### src/rtl/sram_burst_bridge_if.sv
// ---------------------------------------------------------------------------
// sram_burst_bridge_if
// Bundles the AVR-side control/data pins and the SRAM-side pins handled by
// sram_burst_bridge. All buses are split into in/out/oe; the system top
// builds the actual tristate pads.
//
// Signals:
//   avr_si, avr_sreg_en        serial address bit (MSB first) and shift enable
//   avr_oe, avr_we             active-low read / write requests
//   avr_counter                active-low address increment request
//   avr_data_in / avr_data_out write data from AVR / read data back to AVR
//   avr_data_oe                drive avr_data_out onto the AVR bus
//   avr_ready, avr_busy        access-complete pulse, sequencer-active flag
//   sram_addr                  SRAM address
//   sram_data_in/out, _oe      SRAM read data, write data, write-data enable
//   sram_ce_n/oe_n/we_n        SRAM strobes, active-low
//
// Modports: slave = the bridge itself, master = the AVR/SRAM environment.
// ---------------------------------------------------------------------------
interface sram_burst_bridge_if #(
    parameter int ADDR_WIDTH = 21,
    parameter int DATA_WIDTH = 8
);
    logic                  avr_si;
    logic                  avr_sreg_en;
    logic                  avr_oe;
    logic                  avr_we;
    logic                  avr_counter;
    logic [DATA_WIDTH-1:0] avr_data_in;
    logic [DATA_WIDTH-1:0] avr_data_out;
    logic                  avr_data_oe;
    logic                  avr_ready;
    logic                  avr_busy;
    logic [ADDR_WIDTH-1:0] sram_addr;
    logic [DATA_WIDTH-1:0] sram_data_in;
    logic [DATA_WIDTH-1:0] sram_data_out;
    logic                  sram_data_oe;
    logic                  sram_ce_n;
    logic                  sram_oe_n;
    logic                  sram_we_n;

    modport slave (
        input  avr_si, avr_sreg_en, avr_oe, avr_we, avr_counter, avr_data_in,
        input  sram_data_in,
        output avr_data_out, avr_data_oe, avr_ready, avr_busy,
        output sram_addr, sram_data_out, sram_data_oe,
        output sram_ce_n, sram_oe_n, sram_we_n
    );

    modport master (
        output avr_si, avr_sreg_en, avr_oe, avr_we, avr_counter, avr_data_in,
        output sram_data_in,
        input  avr_data_out, avr_data_oe, avr_ready, avr_busy,
        input  sram_addr, sram_data_out, sram_data_oe,
        input  sram_ce_n, sram_oe_n, sram_we_n
    );
endinterface

### src/rtl/sram_burst_bridge.sv
// ---------------------------------------------------------------------------
// sram_burst_bridge
// Bridge between AVR control pins and an asynchronous SRAM. Combines a serial
// address shift register, an address counter (auto-increment with wrap) and
// a read/write sequencer with programmable SRAM wait states, so the AVR can
// stream consecutive bytes without reloading the address.
//
// Ports:
//   avr_clk    system clock, everything on the rising edge
//   avr_reset  synchronous reset, active-high
//   bus        sram_burst_bridge_if.slave (AVR and SRAM pins)
//
// Parameters:
//   ADDR_WIDTH   SRAM address / shift register width
//   DATA_WIDTH   data bus width
//   WAIT_CYCLES  extra cycles the SRAM strobes stay asserted (0..15)
//   AUTO_INC     1 = address advances by one after every completed access
// ---------------------------------------------------------------------------
module sram_burst_bridge #(
    parameter int ADDR_WIDTH  = 21,
    parameter int DATA_WIDTH  = 8,
    parameter int WAIT_CYCLES = 1,
    parameter int AUTO_INC    = 1
) (
    input logic                 avr_clk,
    input logic                 avr_reset,
    sram_burst_bridge_if.slave  bus
);

    typedef enum logic [2:0] {
        IDLE,
        RD_ACT,
        RD_DONE,
        WR_SETUP,
        WR_PULSE,
        WR_HOLD
    } state_t;

    state_t                state;
    logic [ADDR_WIDTH-1:0] addr;
    logic [ADDR_WIDTH-1:0] done_inc;
    logic [DATA_WIDTH-1:0] rd_data;
    logic [DATA_WIDTH-1:0] wr_buf;
    logic [3:0]            wait_cnt;
    logic                  oe_q, we_q, cnt_q;
    logic                  armed;
    logic                  oe_fall, we_fall, cnt_fall;
    logic                  rd_req, wr_req, cnt_req;
    logic                  pending_inc;
    logic                  ready_q, busy_q, data_oe_q;
    logic                  ce_n_q, oe_n_q, we_n_q;

    // Falling-edge detectors. 'armed' stays low for the first cycle after
    // reset so a request line already held low at release is not mistaken
    // for a fresh falling edge.
    assign oe_fall  = armed & oe_q  & ~bus.avr_oe;
    assign we_fall  = armed & we_q  & ~bus.avr_we;
    assign cnt_fall = armed & cnt_q & ~bus.avr_counter;

    // Completion step: auto-increment plus any counter request collected
    // while busy, including one that lands on the completion cycle itself.
    assign done_inc = ADDR_WIDTH'(AUTO_INC) + ADDR_WIDTH'(pending_inc | cnt_req);

    // Sequencer, address register and all registered outputs. Requests are
    // first latched into rd_req/wr_req/cnt_req; the FSM acts on them one
    // cycle later. Requests arriving while not IDLE are dropped, except the
    // counter request, which is held one-deep in pending_inc.
    always_ff @(posedge avr_clk) begin
        if (avr_reset) begin
            state       <= IDLE;
            addr        <= '0;
            rd_data     <= '0;
            wr_buf      <= '0;
            wait_cnt    <= '0;
            oe_q        <= 1'b1;
            we_q        <= 1'b1;
            cnt_q       <= 1'b1;
            armed       <= 1'b0;
            rd_req      <= 1'b0;
            wr_req      <= 1'b0;
            cnt_req     <= 1'b0;
            pending_inc <= 1'b0;
            ready_q     <= 1'b0;
            busy_q      <= 1'b0;
            data_oe_q   <= 1'b0;
            ce_n_q      <= 1'b1;
            oe_n_q      <= 1'b1;
            we_n_q      <= 1'b1;
        end else begin
            oe_q    <= bus.avr_oe;
            we_q    <= bus.avr_we;
            cnt_q   <= bus.avr_counter;
            armed   <= 1'b1;
            rd_req  <= (state == IDLE) && oe_fall && bus.avr_we;
            wr_req  <= (state == IDLE) && we_fall && bus.avr_oe;
            cnt_req <= cnt_fall;
            ready_q <= 1'b0;

            if ((state == IDLE) && we_fall && bus.avr_oe) begin
                wr_buf <= bus.avr_data_in;
            end

            if (cnt_req && (state != IDLE)) begin
                pending_inc <= 1'b1;
            end

            case (state)
                IDLE: begin
                    if (bus.avr_sreg_en) begin
                        addr <= {addr[ADDR_WIDTH-2:0], bus.avr_si};
                    end else if (cnt_req) begin
                        if (rd_req || wr_req) begin
                            pending_inc <= 1'b1;
                        end else begin
                            addr <= addr + 1'b1;
                        end
                    end
                    if (rd_req) begin
                        state    <= RD_ACT;
                        busy_q   <= 1'b1;
                        ce_n_q   <= 1'b0;
                        oe_n_q   <= 1'b0;
                        wait_cnt <= '0;
                    end else if (wr_req) begin
                        state     <= WR_SETUP;
                        busy_q    <= 1'b1;
                        ce_n_q    <= 1'b0;
                        data_oe_q <= 1'b1;
                    end
                end
                RD_ACT: begin
                    if (wait_cnt == 4'(WAIT_CYCLES)) begin
                        state   <= RD_DONE;
                        ce_n_q  <= 1'b1;
                        oe_n_q  <= 1'b1;
                        ready_q <= 1'b1;
                        rd_data <= bus.sram_data_in;
                    end else begin
                        wait_cnt <= wait_cnt + 1'b1;
                    end
                end
                WR_SETUP: begin
                    state    <= WR_PULSE;
                    we_n_q   <= 1'b0;
                    wait_cnt <= '0;
                end
                WR_PULSE: begin
                    if (wait_cnt == 4'(WAIT_CYCLES)) begin
                        state   <= WR_HOLD;
                        we_n_q  <= 1'b1;
                        ready_q <= 1'b1;
                    end else begin
                        wait_cnt <= wait_cnt + 1'b1;
                    end
                end
                RD_DONE, WR_HOLD: begin
                    state       <= IDLE;
                    busy_q      <= 1'b0;
                    ce_n_q      <= 1'b1;
                    oe_n_q      <= 1'b1;
                    we_n_q      <= 1'b1;
                    data_oe_q   <= 1'b0;
                    addr        <= addr + done_inc;
                    pending_inc <= 1'b0;
                end
                default: begin
                    state <= IDLE;
                end
            endcase
        end
    end

    assign bus.avr_data_out  = rd_data;
    assign bus.avr_data_oe   = ~bus.avr_oe & bus.avr_we;
    assign bus.avr_ready     = ready_q;
    assign bus.avr_busy      = busy_q;
    assign bus.sram_addr     = addr;
    assign bus.sram_data_out = wr_buf;
    assign bus.sram_data_oe  = data_oe_q;
    assign bus.sram_ce_n     = ce_n_q;
    assign bus.sram_oe_n     = oe_n_q;
    assign bus.sram_we_n     = we_n_q;

endmodule

### src/flat_wrapper.sv
// flat-port wrapper written by rule: the top's interface ports become plain ports
module sram_burst_bridge_flat 
#(
    parameter int ADDR_WIDTH  = 21,
    parameter int DATA_WIDTH  = 8,
    parameter int WAIT_CYCLES = 1,
    parameter int AUTO_INC    = 1
)
  (avr_clk, avr_reset, bus_avr_si, bus_avr_sreg_en, bus_avr_oe, bus_avr_we, bus_avr_counter, bus_avr_data_in, bus_sram_data_in, bus_avr_data_out, bus_avr_data_oe, bus_avr_ready, bus_avr_busy, bus_sram_addr, bus_sram_data_out, bus_sram_data_oe, bus_sram_ce_n, bus_sram_oe_n, bus_sram_we_n);
  sram_burst_bridge_if #(.ADDR_WIDTH(ADDR_WIDTH), .DATA_WIDTH(DATA_WIDTH)) bus_i ();
  input logic avr_clk;
  input logic avr_reset;
  input wire logic [$bits(bus_i.avr_si)-1:0] bus_avr_si;
  input wire logic [$bits(bus_i.avr_sreg_en)-1:0] bus_avr_sreg_en;
  input wire logic [$bits(bus_i.avr_oe)-1:0] bus_avr_oe;
  input wire logic [$bits(bus_i.avr_we)-1:0] bus_avr_we;
  input wire logic [$bits(bus_i.avr_counter)-1:0] bus_avr_counter;
  input wire logic [$bits(bus_i.avr_data_in)-1:0] bus_avr_data_in;
  input wire logic [$bits(bus_i.sram_data_in)-1:0] bus_sram_data_in;
  output wire logic [$bits(bus_i.avr_data_out)-1:0] bus_avr_data_out;
  output wire logic [$bits(bus_i.avr_data_oe)-1:0] bus_avr_data_oe;
  output wire logic [$bits(bus_i.avr_ready)-1:0] bus_avr_ready;
  output wire logic [$bits(bus_i.avr_busy)-1:0] bus_avr_busy;
  output wire logic [$bits(bus_i.sram_addr)-1:0] bus_sram_addr;
  output wire logic [$bits(bus_i.sram_data_out)-1:0] bus_sram_data_out;
  output wire logic [$bits(bus_i.sram_data_oe)-1:0] bus_sram_data_oe;
  output wire logic [$bits(bus_i.sram_ce_n)-1:0] bus_sram_ce_n;
  output wire logic [$bits(bus_i.sram_oe_n)-1:0] bus_sram_oe_n;
  output wire logic [$bits(bus_i.sram_we_n)-1:0] bus_sram_we_n;
  assign bus_i.avr_si = bus_avr_si;
  assign bus_i.avr_sreg_en = bus_avr_sreg_en;
  assign bus_i.avr_oe = bus_avr_oe;
  assign bus_i.avr_we = bus_avr_we;
  assign bus_i.avr_counter = bus_avr_counter;
  assign bus_i.avr_data_in = bus_avr_data_in;
  assign bus_i.sram_data_in = bus_sram_data_in;
  assign bus_avr_data_out = bus_i.avr_data_out;
  assign bus_avr_data_oe = bus_i.avr_data_oe;
  assign bus_avr_ready = bus_i.avr_ready;
  assign bus_avr_busy = bus_i.avr_busy;
  assign bus_sram_addr = bus_i.sram_addr;
  assign bus_sram_data_out = bus_i.sram_data_out;
  assign bus_sram_data_oe = bus_i.sram_data_oe;
  assign bus_sram_ce_n = bus_i.sram_ce_n;
  assign bus_sram_oe_n = bus_i.sram_oe_n;
  assign bus_sram_we_n = bus_i.sram_we_n;
  sram_burst_bridge #(.ADDR_WIDTH(ADDR_WIDTH), .DATA_WIDTH(DATA_WIDTH), .WAIT_CYCLES(WAIT_CYCLES), .AUTO_INC(AUTO_INC)) u_core (.avr_clk(avr_clk), .avr_reset(avr_reset), .bus(bus_i));
endmodule
### config.mk
export PLATFORM = sky130hd
export DESIGN_NAME = sram_burst_bridge_flat
export DESIGN_NICKNAME = d
export VERILOG_FILES = /design/src/rtl/sram_burst_bridge_if.sv /design/src/rtl/sram_burst_bridge.sv /design/src/flat_wrapper.sv
export SDC_FILE = /design/constraint.sdc
export NUM_CORES = 1
export LEC_CHECK = 0
export CAP_MARGIN = 0
export CORE_UTILIZATION = 42
export CTS_CLUSTER_SIZE = 40
export DETAILED_ROUTE_END_ITERATION = 7
export PLACE_DENSITY = 0.69
export SLEW_MARGIN = 25
export SYNTH_ARGS = -nofsm -noshare
export SYNTH_HDL_FRONTEND = slang
export SYNTH_SLANG_ARGS = --single-unit
### constraint.sdc
create_clock -name avr_clk -period 1.86 [get_ports avr_clk]
set_clock_uncertainty 0.1 [all_clocks]
set_input_delay 0.372 -clock avr_clk [delete_from_list [all_inputs] [get_ports avr_clk]]
set_output_delay 0.372 -clock avr_clk [all_outputs]
set_load 0.02 [all_outputs]
==> results of run 1 <==
how the worst max path moves through the flow:
stage	from	endpoint	slack [ns]	cells past startpoint
2_1_floorplan	u_core.bus.sram_addr[4]	u_core.bus.sram_addr[17]	-0.03	6
3_3_place_gp	bus_avr_sreg_en	u_core.bus.sram_addr[18]	-0.28	6
3_5_place_dp	bus_avr_sreg_en	u_core.bus.sram_addr[0]	-0.30	6
4_1_cts	u_core.bus.sram_addr[6]	u_core.bus.sram_addr[15]	-0.09	6
5_1_grt	u_core.cnt_req	u_core.bus.sram_addr[14]	-0.14	7
6_report	u_core.cnt_req	u_core.bus.sram_addr[14]	-0.1	7
kinds of logic (layout without fill, tap and decap cells):
group	Yosys count	after routing	synth area share
AO/OA/AOI/OAI	121	122	0.236
XOR/XNOR	7	7	0.0175
adder cells (fa/ha/maj)	5	5	0.0179
buffers and inverters	47	182	0.0615
flip-flops	58	58	0.332
multiplexers	22	22	0.0629
AND/OR/NAND/NOR	168	168	0.272
worst max-delay path, cell delays in order (launching register included):
cell       delay [ns]
dfxtp_2          0.34
buf_6            0.09
or3b_4           0.42
a211oi_4         0.26
buf_12           0.18
o2bb2ai_2        0.07
a311o_1          0.33
a21oi_2          0.10
final cells by class:
cell class | count | share of cell area
flip-flops and latches | 58 | 0.225
clock inverters | 5 | 0.00537
repair buffers | 152 | 0.251
inverters | 14 | 0.0103
clock buffers | 11 | 0.0264
multi-input cells | 324 | 0.458
well taps | 102 | 0.0238
cells in the final DEF (no fill, tap or decap), types with 4 or more instances in the layout:
master / count
buf_4: 77
clkdlybuf4s50_1: 46
nor2_1: 39
dfxtp_1: 36
nand2_1: 34
a21oi_1: 25
o21ai_0: 23
mux2i_1: 21
dlygate4sd2_1: 17
dfxtp_2: 14
nand3_1: 13
inv_1: 11
clkbuf_8: 10
a31oi_1: 8
dfxtp_4: 8
nor3_1: 7
buf_6: 7
and3_1: 6
nor4_1: 6
o21ai_1: 6
a211oi_1: 5
nor3b_1: 5
o211ai_1: 5
xnor2_1: 5
nor4_4: 4
nand3_2: 4
registers in the layout, summed over array words and instances (netlist names), 3 cells and up:
name and cells:
u_core.bus.sram_data_out 8, u_core.wait_cnt 4, u_core.bus.avr_data_out 8, u_core.bus.sram_addr 21
u_core.state 3
through the flow:
step	cells	setup WS [ns]
floorplan	428	-0.0308
global placement	638	-0.281
detailed placement	638	-0.301
CTS	658	-0.0925
global route	666	-0.136
finish	666	-0.0962
report_power, final:
part / switching (mW) / internal [mW]
sequential: 0.0625 / 1.29
clock: 0.540 / 0.514
combinational: 0.395 / 0.381
total: 0.998 / 2.19
per-layer routing:
metal | GRT usage | wire (µm)
met5 | 0 | 0
met4 | 0.118 | 326
met3 | 0.0472 | 851
met2 | 0.412 | 5350
met1 | 0.349 | 4900
timing repair:
item                       in CTS  in global routing
cloned                          1                  0
buffers inserted                3                  9
pin swaps                       3                 13
setup endpoints to repair      41                 31
gates resized for setup        43                 47
hold buffers                    0                  0
==> impl_metrics.json, run 1 <==
{
  "hold_viol_final": 0,
  "pwr_density_cell_nw_per_um2": 594,
  "num_rows": 32,
  "cts-htree-levels": 3,
  "syn_area_um2": 3500,
  "cts_buffers": 9,
  "numPortBuffers": 66,
  "fin_hold_ws_ns": 0.316,
  "worstHoldEndpoint": "u_core.cnt_req",
  "grt_pass1_wl_mm": 17.9,
  "start_kind": "flip-flop",
  "yosysTopAreaCell": "dfxtp_1",
  "grt_setup_unrepaired": "yes",
  "antenna_left": 0,
  "async_flop_share": 0,
  "hold_class": "flip-flop to flip-flop",
  "hp-start": "u_core.cnt_q",
  "clock_latency_ns": 0.34,
  "overflow": 0,
  "drtIter0Drc": 301,
  "netlist_top_cells_count": "58 x dfxtp_1, 41 x nor2_1, 34 x nand2_1",
  "cap_violations": 0,
  "wl_mm": 11.4,
  "post_dp_cell_area_um2": 4820,
  "first_pass_iters": 5,
  "clock_path_buffers": 2,
  "synth_enable_flop_cells": 0,
  "finalSetupViolCount": 9,
  "report.final.slew_viol_count": 0,
  "rr_worst_depth": 7,
  "nets": 587,
  "ys_ff_latch": 58,
  "post-synth-top-count-cell": "dfxtp_1",
  "tightest_slew_ns": 0.532,
  "cp.required_ns": 2.04,
  "period_share": 1.05,
  "hold-path-cell-count": 2,
  "outcome": "finished, violations left",
  "syn_nets": 456,
  "grt_max_degree": 25,
  "grt.total_usage": 0.262,
  "setup_tns_ns": -0.342,
  "syn_to_final_growth_pct": 53.3,
  "rrSetupSlack_ns": -0.1,
  "violations": "setup timing",
  "synth_warnings": 0,
  "initial_core_util": 0.444,
  "yosys-top-cells-area": "dfxtp_1 33%, mux2i_1 6.3%, nor2_1 4.4%",
  "max_slew_margin": 0.645,
  "vias_per_cell": 5.90,
  "die_area_um2": 8700,
  "cts-root-buf": "clkbuf_8",
  "ios": 67,
  "die_h_um": 93.3,
  "regArea_um2": 1210,
  "rr_endpoint": "u_core.bus.sram_addr[14]",
  "gp_congestion": 0.951,
  "power_leakage_nw": 2.22,
  "fill_cells": 620,
  "synth.distinct_cells": 76,
  "power_mw": 3.18,
  "clk_pin_slew_ns": 0.07,
  "die_w_um": 93.3,
  "drc_errors": 0,
  "antenna_found_initial": 0,
  "vias": 3930,
  "ys_seq_area_frac": 0.332,
  "multi_input_area_um2": 2460,
  "worstSetupPathType": "flip-flop to flip-flop",
  "drive_above_1_share": 0.340,
  "max_freq_ghz": 0.511,
  "synth_top_area_share": 0.332,
  "grt_pass1_vias": 3654,
  "crit_path_max_fanout": 14,
  "utilization": 0.680,
  "yosys_most_used_dff": "dfxtp_1",
  "dp_hpwl_mm": 7.70,
  "period_needed_ns": 1.96,
  "cts_tree": "built",
  "synth.avg_cell_area_um2": 8.17,
  "finalInstanceArea_um2": 5360,
  "syn_inst": 428,
  "irDropWorstVdd_v": 0.000446,
  "timing.rr.start": "u_core.cnt_req",
  "wire_per_inst_um": 17.2,
  "numClockSinks": 58,
  "core_um2": 7890,
  "worstPathArrival_ns": 2.13,
  "crit_path_end_kind": "flip-flop",
  "antenna_cells": 0,
  "timing.final.ws_setup_ns": -0.0962
}
No activity file was read; power rests on OpenSTA's default activity.
==> inputs of run 2 (changes only) <==
Settings changed: REMOVE_ABC_BUFFERS from default to 1.
==> impl_metrics.json, run 2 (synthesized netlist as in run 1, its figures left out) <==
{
  "cp_slowest_cell": "or3b_4",
  "violations": "setup timing",
  "timing.final.ws_setup_ns": -0.0638,
  "crit_chain": "buf_6, or3b_4, a211oi_4, buf_12, o2bb2ai_2, a311o_1, a21oi_2",
  "ios": 67,
  "initial_core_util": 0.444,
  "worstSetupPathType": "flip-flop to flip-flop",
  "num_rows": 32,
  "grt_setup_unrepaired": "yes",
  "cp_num_buf_inv": 2,
  "power_mw": 3.33,
  "cts_buffers": 9,
  "setup_tns_ns": -0.247,
  "max_slew_margin": 0.664,
  "cap_violations": 0,
  "drtIter0Drc": 256,
  "numPortBuffers": 66,
  "post-place-ws_ns": -0.346,
  "hold_class": "input pin to flip-flop",
  "finalInstanceArea_um2": 5430,
  "report.final.slew_viol_count": 0,
  "clock_latency_ns": 0.36,
  "cts_hold_buf": 0,
  "layout_common_cells": "97 x buf_4, 44 x dfxtp_1, 42 x clkdlybuf4s50_1",
  "die_w_um": 93.3,
  "met3_usage": 0.0537,
  "start_kind": "flip-flop",
  "cts-htree-levels": 3,
  "cts-root-buf": "clkbuf_8",
  "cp.required_ns": 2.06,
  "period_needed_ns": 1.92,
  "vias": 3961,
  "grt_max_degree": 31,
  "drive_above_1_share": 0.342,
  "tightest_slew_ns": 0.503,
  "gp_congestion": 0.917,
  "grt_use_met2": 0.407,
  "pwr_density_cell_nw_per_um2": 614,
  "grt_pass1_wl_mm": 17.9,
  "syn_to_final_growth_pct": 55.1,
  "crit_family": "compound AO/OA/AOI/OAI gates",
  "vias_per_cell": 5.79,
  "largest_reg_flops": 21,
  "nets": 605,
  "period_share": 1.03,
  "use_met1": 0.363,
  "core_um2": 7890,
  "clock_path_buffers": 2,
  "drc_errors": 0,
  "irDropWorstVdd_v": 0.000587,
  "mostFrequentLayoutCell": "buf_4",
  "antenna_cells": 0,
  "numClockSinks": 58,
  "die_h_um": 93.3,
  "crit_path_max_fanout": 18,
  "power_leakage_nw": 2.24,
  "max_freq_ghz": 0.520,
  "antenna_left": 0,
  "wl_mm": 11.5,
  "post_dp_cell_area_um2": 4900,
  "worstPathArrival_ns": 2.12,
  "cts_tree": "built",
  "first_pass_iters": 6,
  "grt_pass1_vias": 3602,
  "clk_pin_slew_ns": 0.08,
  "wire_per_inst_um": 16.9,
  "hold_viol_final": 0,
  "crit_path_end_kind": "flip-flop",
  "die_area_um2": 8700,
  "outcome": "finished, violations left",
  "antenna_found_initial": 0,
  "grt-busiest-layer": "met2",
  "fin_hold_ws_ns": 0.297,
  "cpPeakStageDelay_ns": 0.41,
  "overflow": 0,
  "finalSetupViolCount": 6,
  "dp_hpwl_mm": 7.92,
  "grt.total_usage": 0.263
}
[run 2: changes by cell type in the layout (fill, tap and decap cells not counted), sizes merged]
cell           before  now
bufinv              0    1
inv                15   16
dlygate4sd2        17   22
a211o               5    4
clkbuf             11    9
clkdlybuf4s50      46   42
buf                88  106
[run 2: path summary, 6_finish.rpt]
| path | from | end | slack (ns) | cells after the start |
|---|---|---|---|---|
| worst max-delay path | u_core.cnt_req | u_core.bus.sram_addr[14] | -0.06 | 7 |
| worst min register to register | u_core.cnt_q | u_core.cnt_req | 0.33 | 2 |
| worst max register to register | u_core.cnt_req | u_core.bus.sram_addr[14] | -0.06 | 7 |
| worst min-delay path | avr_reset | u_core.bus.avr_data_out[7] | 0.30 | 2 |
[run 2: worst register-to-register path, stage by stage (launching register included)]
cell	delay [ns]
dfxtp_2	0.35
buf_6	0.09
or3b_4	0.41
a211oi_4	0.27
buf_12	0.19
o2bb2ai_2	0.06
a311o_1	0.32
a21oi_2	0.09
[run 2: cell type report]
cell class | count | area [µm²]
clock buffer | 9 | 124
fill | 613 | 2460
clock inverter | 7 | 77.6
multi-input combinational | 323 | 2390
timing repair buffer | 171 | 1480
inverter | 14 | 52.6
sequential | 58 | 1180
tap | 102 | 128
[run 2: report_power, final]
group | switching (mW) | internal, mW | total [mW]
clock network | 0.597 | 0.629 | 1.23
registers | 0.0559 | 1.30 | 1.35
logic | 0.382 | 0.372 | 0.754
total | 1.04 | 2.30 | 3.33
[run 2: layer usage]
metal  up-vias  share of wire
met1      1871           0.44
li1       1898              -
met4         0          0.027
met3        34          0.062
met5         -              0
met2       158           0.47
[run 2: repair_timing]
| item | 4_1_cts | 5_1_grt |
|---|---|---|
| pin swaps | 9 | 13 |
| buffers inserted | 5 | 2 |
| endpoints found under the setup margin | 48 | 38 |
| resized for setup | 64 | 33 |
[run 2: stage by stage]
stage | cells | utilization
after floorplan | 395 | -
after global placement | 662 | 0.621
after detailed placement | 662 | 0.621
after CTS | 683 | 0.669
after global routing | 684 | 0.688
final | 684 | 0.688
